## src/rtl/int_ctrl.sv

```systemverilog
// -----------------------------------------------------------------------------
// int_ctrl -- interrupt source block feeding the cop0 hard-interrupt vector.
//
// Collects six asynchronous peripheral IRQ lines plus an internal
// COUNT/COMPARE timer, latches them into a software-visible PENDING register
// (per-bit edge/level selection, write-1-to-clear), masks the result with
// MASK and drives a registered hard_int[5:0] vector.
//
// Register map (word index on addr):
//   0 PENDING  R/W1C  [5:0] = latched sources | (timer_pend << TIMER_LINE)
//   1 MASK     RW     [5:0]
//   2 EDGE     RW     [5:0]  1 = rising-edge source, 0 = level source
//   3 COUNT    RW     free-running 32-bit counter, write loads it
//   4 COMPARE  RW     timer match value, 0 disables, write clears timer_pend
//   5 PRESCALE RW     [7:0], only with INT_CTRL_PRESCALE_EN, else reads 0
//   6-7        reserved, read 0, writes ignored
//
// Optional feature macro: INT_CTRL_PRESCALE_EN
//   Adds an 8-bit PRESCALE register; COUNT then advances once every
//   PRESCALE+1 cycles and the compare match is only evaluated while COUNT
//   holds a freshly updated value.
//
// Ports:
//   clk       system clock, rising edge
//   rst       asynchronous active-high reset
//   irq_in    [5:0] asynchronous peripheral requests, active-high
//   addr      [2:0] register select
//   reg_wr    write strobe, in_data captured on the clock edge
//   reg_rd    read strobe
//   in_data   [31:0] write data
//   out_data  [31:0] read data, combinational, 0 when reg_rd is low
//   hard_int  [5:0] registered interrupt vector to cop0
// -----------------------------------------------------------------------------
module int_ctrl #(
  parameter int SYNC_STAGES = 2,
  parameter int TIMER_LINE  = 5
) (
  input  logic        clk,
  input  logic        rst,
  input  logic [5:0]  irq_in,
  input  logic [2:0]  addr,
  input  logic        reg_wr,
  input  logic        reg_rd,
  input  logic [31:0] in_data,
  output logic [31:0] out_data,
  output logic [5:0]  hard_int
);

  localparam logic [2:0] ADDR_PENDING  = 3'd0;
  localparam logic [2:0] ADDR_MASK     = 3'd1;
  localparam logic [2:0] ADDR_EDGE     = 3'd2;
  localparam logic [2:0] ADDR_COUNT    = 3'd3;
  localparam logic [2:0] ADDR_COMPARE  = 3'd4;
  localparam logic [2:0] ADDR_PRESCALE = 3'd5;

  // Synchronizer chain and edge-detect history
  logic [SYNC_STAGES-1:0][5:0] sync_q;
  logic [5:0]  prev_q;
  logic [5:0]  sync_s;

  // Software-visible state
  logic [5:0]  pending_q;
  logic [5:0]  mask_q;
  logic [5:0]  edge_q;
  logic [31:0] count_q;
  logic [31:0] compare_q;
  logic        timer_pend_q;

  // Write decodes
  logic wr_pending;
  logic wr_mask;
  logic wr_edge;
  logic wr_count;
  logic wr_compare;

  logic [5:0]  set_vec;
  logic [5:0]  clr_vec;
  logic [5:0]  timer_vec;
  logic [5:0]  pending_view;
  logic        match_en;
  logic [31:0] rd_val;

  assign wr_pending = reg_wr && (addr == ADDR_PENDING);
  assign wr_mask    = reg_wr && (addr == ADDR_MASK);
  assign wr_edge    = reg_wr && (addr == ADDR_EDGE);
  assign wr_count   = reg_wr && (addr == ADDR_COUNT);
  assign wr_compare = reg_wr && (addr == ADDR_COMPARE);

  assign sync_s = sync_q[SYNC_STAGES-1];

  // Edge sources fire on a 0->1 of the synchronized line, level sources fire
  // every cycle the line is high (so a clear while still high re-asserts).
  assign set_vec      = (edge_q & sync_s & ~prev_q) | (~edge_q & sync_s);
  assign clr_vec      = wr_pending ? in_data[5:0] : 6'h00;
  assign timer_vec    = timer_pend_q ? (6'b000001 << TIMER_LINE) : 6'h00;
  assign pending_view = pending_q | timer_vec;

  // ---------------------------------------------------------------------------
  // Input synchronizer
  // ---------------------------------------------------------------------------
  // NOTE: the chain and prev sample are reset like any other flop; clearing
  // prev_q means a line held high through reset is seen as a fresh edge.
  always_ff @(posedge clk or posedge rst) begin
    if (rst) begin
      sync_q <= '0;
      prev_q <= '0;
    end else begin
      // NOTE: non-blocking assignments let every stage sample the previous
      // stage's old value, which is what makes this a shift chain.
      sync_q[0] <= irq_in;
      for (int i = 1; i < SYNC_STAGES; i++) begin
        sync_q[i] <= sync_q[i-1];
      end
      prev_q <= sync_s;
    end
  end

  // ---------------------------------------------------------------------------
  // PENDING / MASK / EDGE / hard_int
  // ---------------------------------------------------------------------------
  always_ff @(posedge clk or posedge rst) begin
    if (rst) begin
      pending_q <= '0;
      mask_q    <= '0;
      edge_q    <= '0;
      hard_int  <= '0;
    end else begin
      // A new set beats a simultaneous write-1-to-clear.
      pending_q <= set_vec | (pending_q & ~clr_vec);
      if (wr_mask) mask_q <= in_data[5:0];
      if (wr_edge) edge_q <= in_data[5:0];
      hard_int  <= pending_view & mask_q;
    end
  end

  // ---------------------------------------------------------------------------
  // COUNT / COMPARE timer
  // ---------------------------------------------------------------------------
`ifdef INT_CTRL_PRESCALE_EN
  logic [7:0] prescale_q;
  logic [7:0] div_q;
  logic       tick;
  logic       wr_prescale;
  logic       count_fresh_q;

  assign wr_prescale = reg_wr && (addr == ADDR_PRESCALE);
  assign tick        = (div_q == prescale_q);
  // Only a COUNT value that was just produced may raise a match, otherwise a
  // slow counter would re-raise timer_pend right after software cleared it.
  assign match_en    = count_fresh_q;

  always_ff @(posedge clk or posedge rst) begin
    if (rst) begin
      prescale_q    <= '0;
      div_q         <= '0;
      count_q       <= '0;
      count_fresh_q <= 1'b0;
    end else begin
      if (wr_prescale) prescale_q <= in_data[7:0];

      if (wr_count)  count_q <= in_data;
      else if (tick) count_q <= count_q + 32'd1;

      if (wr_count || wr_prescale || tick) div_q <= '0;
      else                                 div_q <= div_q + 8'd1;

      count_fresh_q <= wr_count || tick;
    end
  end
`else
  assign match_en = 1'b1;

  always_ff @(posedge clk or posedge rst) begin
    if (rst) begin
      count_q <= '0;
    end else if (wr_count) begin
      count_q <= in_data;
    end else begin
      count_q <= count_q + 32'd1;
    end
  end
`endif

  always_ff @(posedge clk or posedge rst) begin
    if (rst) begin
      compare_q    <= '0;
      timer_pend_q <= 1'b0;
    end else begin
      if (wr_compare) compare_q <= in_data;
      // A COMPARE write clears the sticky flag and wins over a match.
      if (wr_compare) begin
        timer_pend_q <= 1'b0;
      end else if (match_en && (compare_q != 32'd0) && (count_q == compare_q)) begin
        timer_pend_q <= 1'b1;
      end
    end
  end

  // ---------------------------------------------------------------------------
  // Read mux (no side effects, shows pre-write values)
  // ---------------------------------------------------------------------------
  always_comb begin
    // NOTE: default first so every path assigns rd_val and no latch is inferred.
    rd_val = '0;
    case (addr)
      ADDR_PENDING:  rd_val[5:0] = pending_view;
      ADDR_MASK:     rd_val[5:0] = mask_q;
      ADDR_EDGE:     rd_val[5:0] = edge_q;
      ADDR_COUNT:    rd_val      = count_q;
      ADDR_COMPARE:  rd_val      = compare_q;
`ifdef INT_CTRL_PRESCALE_EN
      ADDR_PRESCALE: rd_val[7:0] = prescale_q;
`endif
      default:       rd_val      = '0;
    endcase
  end

  assign out_data = reg_rd ? rd_val : 32'd0;

endmodule

```

## config.mk

```make
export PLATFORM = sky130hd
export DESIGN_NAME = int_ctrl
export DESIGN_NICKNAME = d
export VERILOG_FILES = /design/src/rtl/int_ctrl.sv
export SDC_FILE = /design/constraint.sdc
export NUM_CORES = 1
export LEC_CHECK = 0
export ABC_AREA = 1
export CAP_MARGIN = 25
export CORE_MARGIN = 2
export CORE_UTILIZATION = 40
export DETAILED_ROUTE_END_ITERATION = 6
export MAX_ROUTING_LAYER = met4
export PLACE_DENSITY = 0.72
export SYNTH_ARGS = -nofsm -noshare
export SYNTH_HDL_FRONTEND = slang
export SYNTH_SLANG_ARGS = --single-unit
```

## constraint.sdc

```tcl
create_clock -name clk -period 4.88 [get_ports clk]
set_clock_uncertainty 0.1 [all_clocks]
set_input_delay 0.732 -clock clk [delete_from_list [all_inputs] [get_ports clk]]
set_output_delay 0.732 -clock clk [all_outputs]
set_load 0.01 [all_outputs]
```

==> run metrics, run 1 <==
Peak Freq 0.2467 GHz; wire length on met2 7.529 mm; clock transition at the registers of the reported paths 0.07 ns; IO Port Bufs 82; antenna violations before repair 0; CP most frequent cell clkdlybuf4s50_1; Chip Height 125.5 um; core area 14480 um2; Synth Register Bits 107; Tmin final 4.054 ns; proportion of synthesized chip area in sequential cells 45.37%; All-Layer GR Usage 21.72%; Final Cell Area 7261 um2; syn nets 847; final setup vio count 0; library cells used by synthesis 33; Top FF cell, synth dfrtp_1; Syn Std Cell Area 5902 um2; # DRC 0; Leak 3.264 nW; hold-fix buffer count after cts 0; clock latency on the worst-skew pair 0.35 ns; # placed instances 1047; placer congestion estimate 0.9616; vias in the first global route 5122; status finished, final reports clean; Critical Path Max Stage Delay 0.70 ns; met1 WL 7.449 mm; Placed Instance Area 6898 um2; CP max FO 23; final WL 16.46 mm; diode count 0; final hold slack 0.2497 ns; Final Non-Filler Cells 1064; Synth async-reset ratio 100.0%; GRT overflow 0; hpwl dp 12.15 mm; Final period util 83.06%; largest net degree at the start of global routing 84; die area 15740 um2; Worst-Margin Slew 0.6251 ns; Routed WL per cell 15.47 um; Gate Count Post-Synth 801; post-layout util 50.15%; First-pass DRT Iterations 7; worst path cell trace clkdlybuf4s50_1 > inv_1 > nand3_1 > buf_4 > o22ai_1 > a211oi_1 > nor2_1 > clkdlybuf4s50_1; critical path type in2out; total power per unit cell area 385.6 nW/um2; Std-Cell Rows 44; Mean Syn Cell Area 7.368 um2; WL met3 1.141 mm; vias per cell 5.184; area growth from synthesis to layout 23.02%; Post-DRT Antenna Nets 0; clk root buf clkbuf_16; top cell type by total area after synthesis dfrtp_1; Final Max Slew Viols 0; fin worst setup slack 0.8264 ns; top layer in use met4; first-pass GRT wire length 26.48 mm; Worst EP required 4.05 ns; Max-slew headroom 58.27%; number of synthesized flops with an enable pin 0; Max-Cap Viols 0; share of cells above drive strength 1 6.023%; crit path buf inv count 4; cell family with most CP delay buffers and inverters; RSZ-0062 raised after global routing false; Critical Path Sink Type output pin; most common cell after layout, fill and taps aside nand2_1; post-CTS setup buffers 0; synth warn 0; Fill cells 1414; clock buffer count from CTS 9; Hold Violations, Final 0; VDD IR-drop max 0.1994 mV; CTS tree yes; Initial Util 40.76%; Die Span X 125.5 um; critical path arrival 3.22 ns; H-Tree Depth 3; Yosys top cell area share 45.37%; total I/O pin count 83; fin nets 921; DR vias 5516; final total power 2.800 mW; DRT iter0 DRCs 519; setup TNS 0 ns; HP Class reg2reg; ranking of synthesized cells by area dfrtp_1 (45%), nand2_1 (15%), inv_1 (6.8%), nor2_1 (4.8%), o21ai_0 (4.6%); most frequent cells in the layout nand2_1 (241), dfrtp_1 (107), inv_1 (106); Clock Path Buffers 2; startpoint types primary input; post-cts sizing count 0; CTS sink cnt 107; Post-Place Setup Slack 0.8774 ns; slowest CP cell clkdlybuf4s50_1
## state kept, by name, indices dropped and copies added, names as in the netlist
name / flops
compare_q: 32
count_q: 32
edge_q: 6
hard_int: 6
mask_q: 6
pending_q: 6
prev_q: 6
sync_q: 6
sync_s: 6
timer_pend_q: 1
## cells in the mapped netlist (2+ instances only)
cell type	instances
o21ai_0	54
a21oi_1	13
nand3_1	27
a211oi_1	5
dfrtp_1	107
nand4_1	18
a31oi_1	10
nand2_1	241
and3_1	3
xnor2_1	20
clkbuf_1	14
nand2_2	6
nor3_2	2
buf_1	2
nor3_1	11
nor2_2	6
buf_2	10
inv_2	4
nand3_2	2
o21ai_1	13
inv_1	107
xor2_1	10
nor2_4	3
o22ai_1	29
nor2_1	76
## area by class of cell
class	count	area (um2)	area share, %
Clock buffer	9	225.2	3.102
Clock inverter	7	110.1	1.516
Inverter	111	419.2	5.773
Timing Repair Buffer	90	900.9	12.41
Multi-Input combinational cell	556	2698	37.15
Sequential cell	107	2678	36.88
Tap cell	184	230.2	3.171
## logic make-up after synthesis
kind of cell             count (synthesis)  synth area share [%]
AND/OR/NAND/NOR                        401                 29.36
buffers and inverters                  138                 9.052
AO/OA/AOI/OAI                          124                 11.55
flip-flops                             107                 45.37
XOR/XNOR                                30                 4.452
adder cells (fa/ha/maj)                  1                0.2120
## final timing paths
kind | startpoint | end | slack [ns] | cells after the start
hold / removal | sync_q[2] | sync_s[2] | 0.25 | 0
setup reg to reg | count_q[0] | count_q[14] | 2.94 | 7
hold reg to reg | sync_q[2] | sync_s[2] | 0.25 | 0
setup / recovery | addr[2] | out_data[2] | 0.83 | 8
min in group asynchronous | rst | prev_q[3] | 0.54 | 2
max in group asynchronous | rst | count_q[18] | 3.54 | 3
## power by group
group / internal, mW / switching [mW] / leakage (nW)
Clock: 0.461 / 0.351 / 0.165
Combinational: 0.301 / 0.433 / 1.82
Sequential: 1.05 / 0.205 / 1.28
## metal layers
layer | global-route usage [%] | vias up
li1 | - | 2702
met1 | 29.55 | 2566
met2 | 32.50 | 215
met3 | 3.979 | 33
met4 | 8.039 | 0
met5 | - | -
## worst reg2reg max path: stages, from the launching register on
cell	delay [ns]
dfrtp_1	0.47
ha_1	0.29
nand3_4	0.14
nor2_2	0.24
and3_1	0.29
xor2_1	0.18
nand2_1	0.07
o21ai_1	0.09
Power figures use the tool's default switching activity.
==> run 2: changes to the inputs <==
==> constraint.sdc (replaced) <==
create_clock -name clk -period 4.3 [get_ports clk]
set_clock_uncertainty 0.1 [all_clocks]
set_input_delay 0.645 -clock clk [delete_from_list [all_inputs] [get_ports clk]]
set_output_delay 0.645 -clock clk [all_outputs]
set_load 0.01 [all_outputs]
==> run 2 against run 1 <==
- sequential share of layout area grew 0.11 points
- routed wire length decreased by 0.12%
- final area shrank 0.31%
- utilization shrank 0.16 points
- clock power increased by 7.4%
- global-route usage is 0.65 points higher
- flip-flop and latch count unchanged
- final cell count did not move
- via count decreased by 1.1%
- total power up 11%
- register-to-register slack got worse by 0.60 ns
- clock-buffer cell count increased by 2
==> run metrics, run 2 (synthesis results as in run 1) <==
Max-Cap Viols 0; critical path arrival 3.13 ns; hpwl dp 12.12 mm; fin nets 921; hold_sp sync_q[0]; Std-Cell Rows 44; diode count 0; core area 14480 um2; biggest regs compare_q (32), count_q (32); clock latency on the worst-skew pair 0.36 ns; most frequent cells in the layout nand2_1 (241), dfrtp_1 (107), inv_1 (106); total power per unit cell area 431.0 nW/um2; DR vias 5457; total I/O pin count 83; Peak Freq 0.2584 GHz; First-pass DRT Iterations 5; Worst-Margin Slew 0.7767 ns; placer congestion estimate 0.9002; # placed instances 1048; antenna violations before repair 0; CTS tree yes; Int Power 2.011 mW; die area 15740 um2; final WL 16.44 mm; Routed WL per cell 15.45 um; critical path type in2out; CTS sink cnt 107; vias per cell 5.129; IO Port Bufs 82; status finished, final reports clean; Tmin final 3.870 ns; most common cell after layout, fill and taps aside nand2_1; Initial Util 40.76%; Sw Ratio 35.53%; H-Tree Depth 3; clk root buf clkbuf_16; startpoint types primary input; Final period util 90.00%; share of cells above drive strength 1 5.909%; VDD IR-drop max 0.2007 mV; P_sw 1.109 mW; WL met3 903 um; Post-DRT Antenna Nets 0; HP Class reg2reg; Clock Path Buffers 2; largest net degree at the start of global routing 61; vias in the first global route 5208; Worst EP required 3.56 ns; hold path cells 0; Final Max Slew Viols 0; wire length on met2 7.078 mm; final setup vio count 0; area growth from synthesis to layout 22.64%; clock buffer count from CTS 9; Hold Violations, Final 0; FF-to-FF Start count_q[0]; hold-fix buffer count after cts 0; R2R depth 8; Leak 3.253 nW; RSZ-0062 raised after global routing false; All-Layer GR Usage 22.37%; CP max FO 23; DRT iter0 DRCs 501; post-CTS setup buffers 0; clock transition at the registers of the reported paths 0.07 ns; Critical Path Sink Type output pin; clock network fraction of design power 27.9%; post-cts sizing count 0; Chip Height 125.5 um; setup TNS 0 ns; Die Span X 125.5 um; GRT overflow 0; top layer in use met4; Final Non-Filler Cells 1064; Reg power frac 45.5%; met1 WL 7.877 mm; # DRC 0; Logic pwr share 26.6%; Max-slew headroom 48.22%; first-pass GRT wire length 27.22 mm; CP startpoint addr[2]
==> run 2: cell count changes in the layout (fill, tap and decap cells not counted), sizes merged <==
cell	previous run	this run
clkbuf	9	11
bufinv	2	1
inv	114	113
==> run 2: through the flow <==
step                      cell area [um2]  power, mW  setup slack, ns  hold WS (ns)  utilization, %
final                                7238      3.120           0.4299        0.2493           49.99
after global routing                 7238      3.316           0.2928        0.2642           49.99
after CTS                            7238      3.121           0.4738        0.2516           49.99
after detailed placement             6925      2.251           0.5036        0.2362           47.83
after global placement               6898      2.230           0.5147        0.2322           47.64
after floorplan                      5902      1.942           0.7378        0.2312               -
==> run 2: layout make-up <==
cell class / instances / area [um2]
Multi-Input combinational cell: 556 / 2698
Clock buffer: 11 / 242.7
Tap cell: 184 / 230.2
Inverter: 111 / 419.2
Timing Repair Buffer: 90 / 900.9
Clock inverter: 5 / 70.07
Sequential cell: 107 / 2678
Fill cell: 1369 / 7241
==> run 2: power by group through the flow <==
| stage | Sequential, mW | Combinational (mW) | Clock (mW) |
|---|---|---|---|
| after floorplan | 1.37 | 0.574 | 0 |
| after global placement | 1.43 | 0.805 | 0 |
| after detailed placement | 1.43 | 0.819 | 0 |
| after CTS | 1.41 | 0.827 | 0.881 |
| after global routing | 1.45 | 0.946 | 0.920 |
| final | 1.42 | 0.830 | 0.871 |
==> run 2: worst paths after layout <==
path / to / slack [ns]
max in group asynchronous: count_q[22] / 2.57
hold reg to reg: sync_s[0] / 0.25
setup / recovery: out_data[4] / 0.43
setup reg to reg: count_q[20] / 2.34
hold / removal: sync_s[0] / 0.25
min in group asynchronous: sync_q[2] / 0.66
==> run 2: critical path: stages <==
cell	delay (ns)
clkdlybuf4s50_1	0.70
inv_1	0.33
nand3_1	0.15
buf_4	0.35
o22ai_1	0.13
a211oi_1	0.24
nor2_1	0.07
clkdlybuf4s50_1	0.50
==> run 2: layer usage <==
metal | track usage (%) | up-vias
met1 | 31.64 | 2549
met4 | 10.33 | 0
li1 | - | 2701
met5 | - | -
met2 | 32.15 | 171
met3 | 2.696 | 36
==> run 3: changes to the inputs <==
--- a/config.mk
+++ b/config.mk
@@ -7,6 +7,7 @@
 export LEC_CHECK = 0
 export ABC_AREA = 1
 export CAP_MARGIN = 25
+export CORE_ASPECT_RATIO = 1.2
 export CORE_MARGIN = 2
 export CORE_UTILIZATION = 40
 export DETAILED_ROUTE_END_ITERATION = 6
==> run 3 against run 2 <==
- routed wire length rose by 3.2%
- clock power is 2% higher
- non-clock buffer count up 3
- fmax is 5.5% higher
- register-to-register slack got worse by 0.09 ns
- final area hardly changed
- clock-buffer cell count shrank 2
- final cell count fell by 0.56%
- total power rose by 0.77%
- sequential power hardly changed
- die area hardly changed
- critical path depth unchanged
==> run metrics, run 3 (synthesis results as in run 1) <==
Peak Freq 0.2727 GHz; CTS tree yes; area growth from synthesis to layout 22.68%; most frequent cells in the layout nand2_1 (241), dfrtp_1 (107), inv_1 (106); vias in the first global route 5326; hold-fix buffer count after cts 0; H-Tree Depth 3; DRT iter0 DRCs 424; cell family with most CP delay buffers and inverters; First-pass DRT Iterations 5; biggest regs compare_q (32), count_q (32); Critical Path Max Stage Delay 0.65 ns; placer congestion estimate 0.9314; Final Cell Area 7241 um2; antenna violations before repair 0; CP max FO 15; Die Span X 114.9 um; Leak 3.262 nW; VDD IR-drop max 0.2833 mV; most common cell after layout, fill and taps aside nand2_1; critical path type in2out; GRT overflow 0; FF-to-FF setup slack 2.25 ns; DR vias 5451; Max-slew headroom 53.35%; Critical Path Sink Type output pin; Routed WL per cell 16.03 um; Worst-Margin Slew 0.6998 ns; Final period util 85.28%; Worst EP required 3.56 ns; fin worst setup slack 0.6329 ns; total I/O pin count 83; Post-Place Setup Slack 0.6900 ns; Std-Cell Rows 48; status finished, final reports clean; Initial Util 40.95%; fin nets 924; All-Layer GR Usage 23.51%; die area 15750 um2; Fill cells 1440; Max-Cap Viols 0; clock buffer count from CTS 9; clk root buf clkbuf_16; r2r endpoint count_q[20]; HP Class reg2reg; crit path buf inv count 4; CP most frequent cell clkdlybuf4s50_1; post-CTS setup buffers 0; first-pass GRT wire length 27.51 mm; setup TNS 0 ns; clock transition at the registers of the reported paths 0.08 ns; diode count 0; CTS sink cnt 107; final WL 16.96 mm; total power per unit cell area 434.2 nW/um2; startpoint types primary input; largest net degree at the start of global routing 57; Final Max Slew Viols 0; Hold Violations, Final 0; Post-DRT Antenna Nets 0; IO Port Bufs 82; R2R depth 8; share of cells above drive strength 1 6.342%; core area 14410 um2; final setup vio count 0; # DRC 0; slowest CP cell clkdlybuf4s50_1; critical path arrival 2.92 ns; Worst Setup EP out_data[3]; Clock Path Buffers 2; vias per cell 5.152; Tmin final 3.667 ns; Critical Path Stages 8; hpwl dp 12.72 mm; CP startpoint addr[2]; clock latency on the worst-skew pair 0.37 ns; post-cts sizing count 0; FF-to-FF Start count_q[0]; Chip Height 137.1 um; RSZ-0062 raised after global routing false; Placed Instance Area 6924 um2; worst path cell trace clkdlybuf4s50_1 > inv_1 > buf_4 > nand3_1 > o22ai_1 > a211oi_1 > nor2_1 > clkdlybuf4s50_1
==> run 3: routing by layer <==
layer / vias up / track usage (%) / wire length, um
li1: 2701 / - / -
met3: 45 / 2.746 / 831
met5: - / - / 0
met4: 0 / 11.85 / 627
met2: 187 / 38.46 / 8447
met1: 2518 / 28.76 / 7052
==> run 3: final cells by class <==
cell class / count / area [um2] / area share [%]
timing repair buffer: 93 / 910.9 / 12.58
multi-input combinational: 556 / 2698 / 37.26
clock buffer: 9 / 225.2 / 3.110
sequential: 107 / 2678 / 36.98
inverter: 111 / 419.2 / 5.789
tap: 175 / 219.0 / 3.024
clock inverter: 7 / 91.34 / 1.261
==> run 3: report_power, final <==
part	internal [mW]	total [mW]	switching (mW)
Sequential	1.19	1.42	0.232
Clock	0.469	0.887	0.418
Combinational	0.342	0.834	0.491
Total	2.00	3.14	1.14
==> run 3: metrics by stage <==
| stage | std cells | utilization (%) | hold WS [ns] | power (mW) |
|---|---|---|---|---|
| detailed placement | 1042 | 48.04 | 0.2365 | 2.266 |
| global placement | 1041 | 47.93 | 0.2324 | 2.252 |
| finish | 1058 | 50.23 | 0.2540 | 3.144 |
| floorplan | 801 | - | 0.2312 | 1.942 |
| CTS | 1058 | 50.23 | 0.2571 | 3.160 |
| global route | 1058 | 50.23 | 0.2647 | 3.344 |
==> run 3: worst min-delay path by stage <==
| stage | from | end | slack, ns | cells past startpoint |
|---|---|---|---|---|
| floorplan | sync_q[0] | sync_s[0] | 0.23 | 0 |
| global placement | sync_q[3] | sync_s[3] | 0.23 | 0 |
| detailed placement | sync_q[3] | sync_s[3] | 0.24 | 0 |
| finish | sync_q[0] | sync_s[0] | 0.25 | 0 |
| CTS | sync_q[1] | sync_s[1] | 0.26 | 0 |
| global route | sync_q[0] | sync_s[0] | 0.26 | 0 |
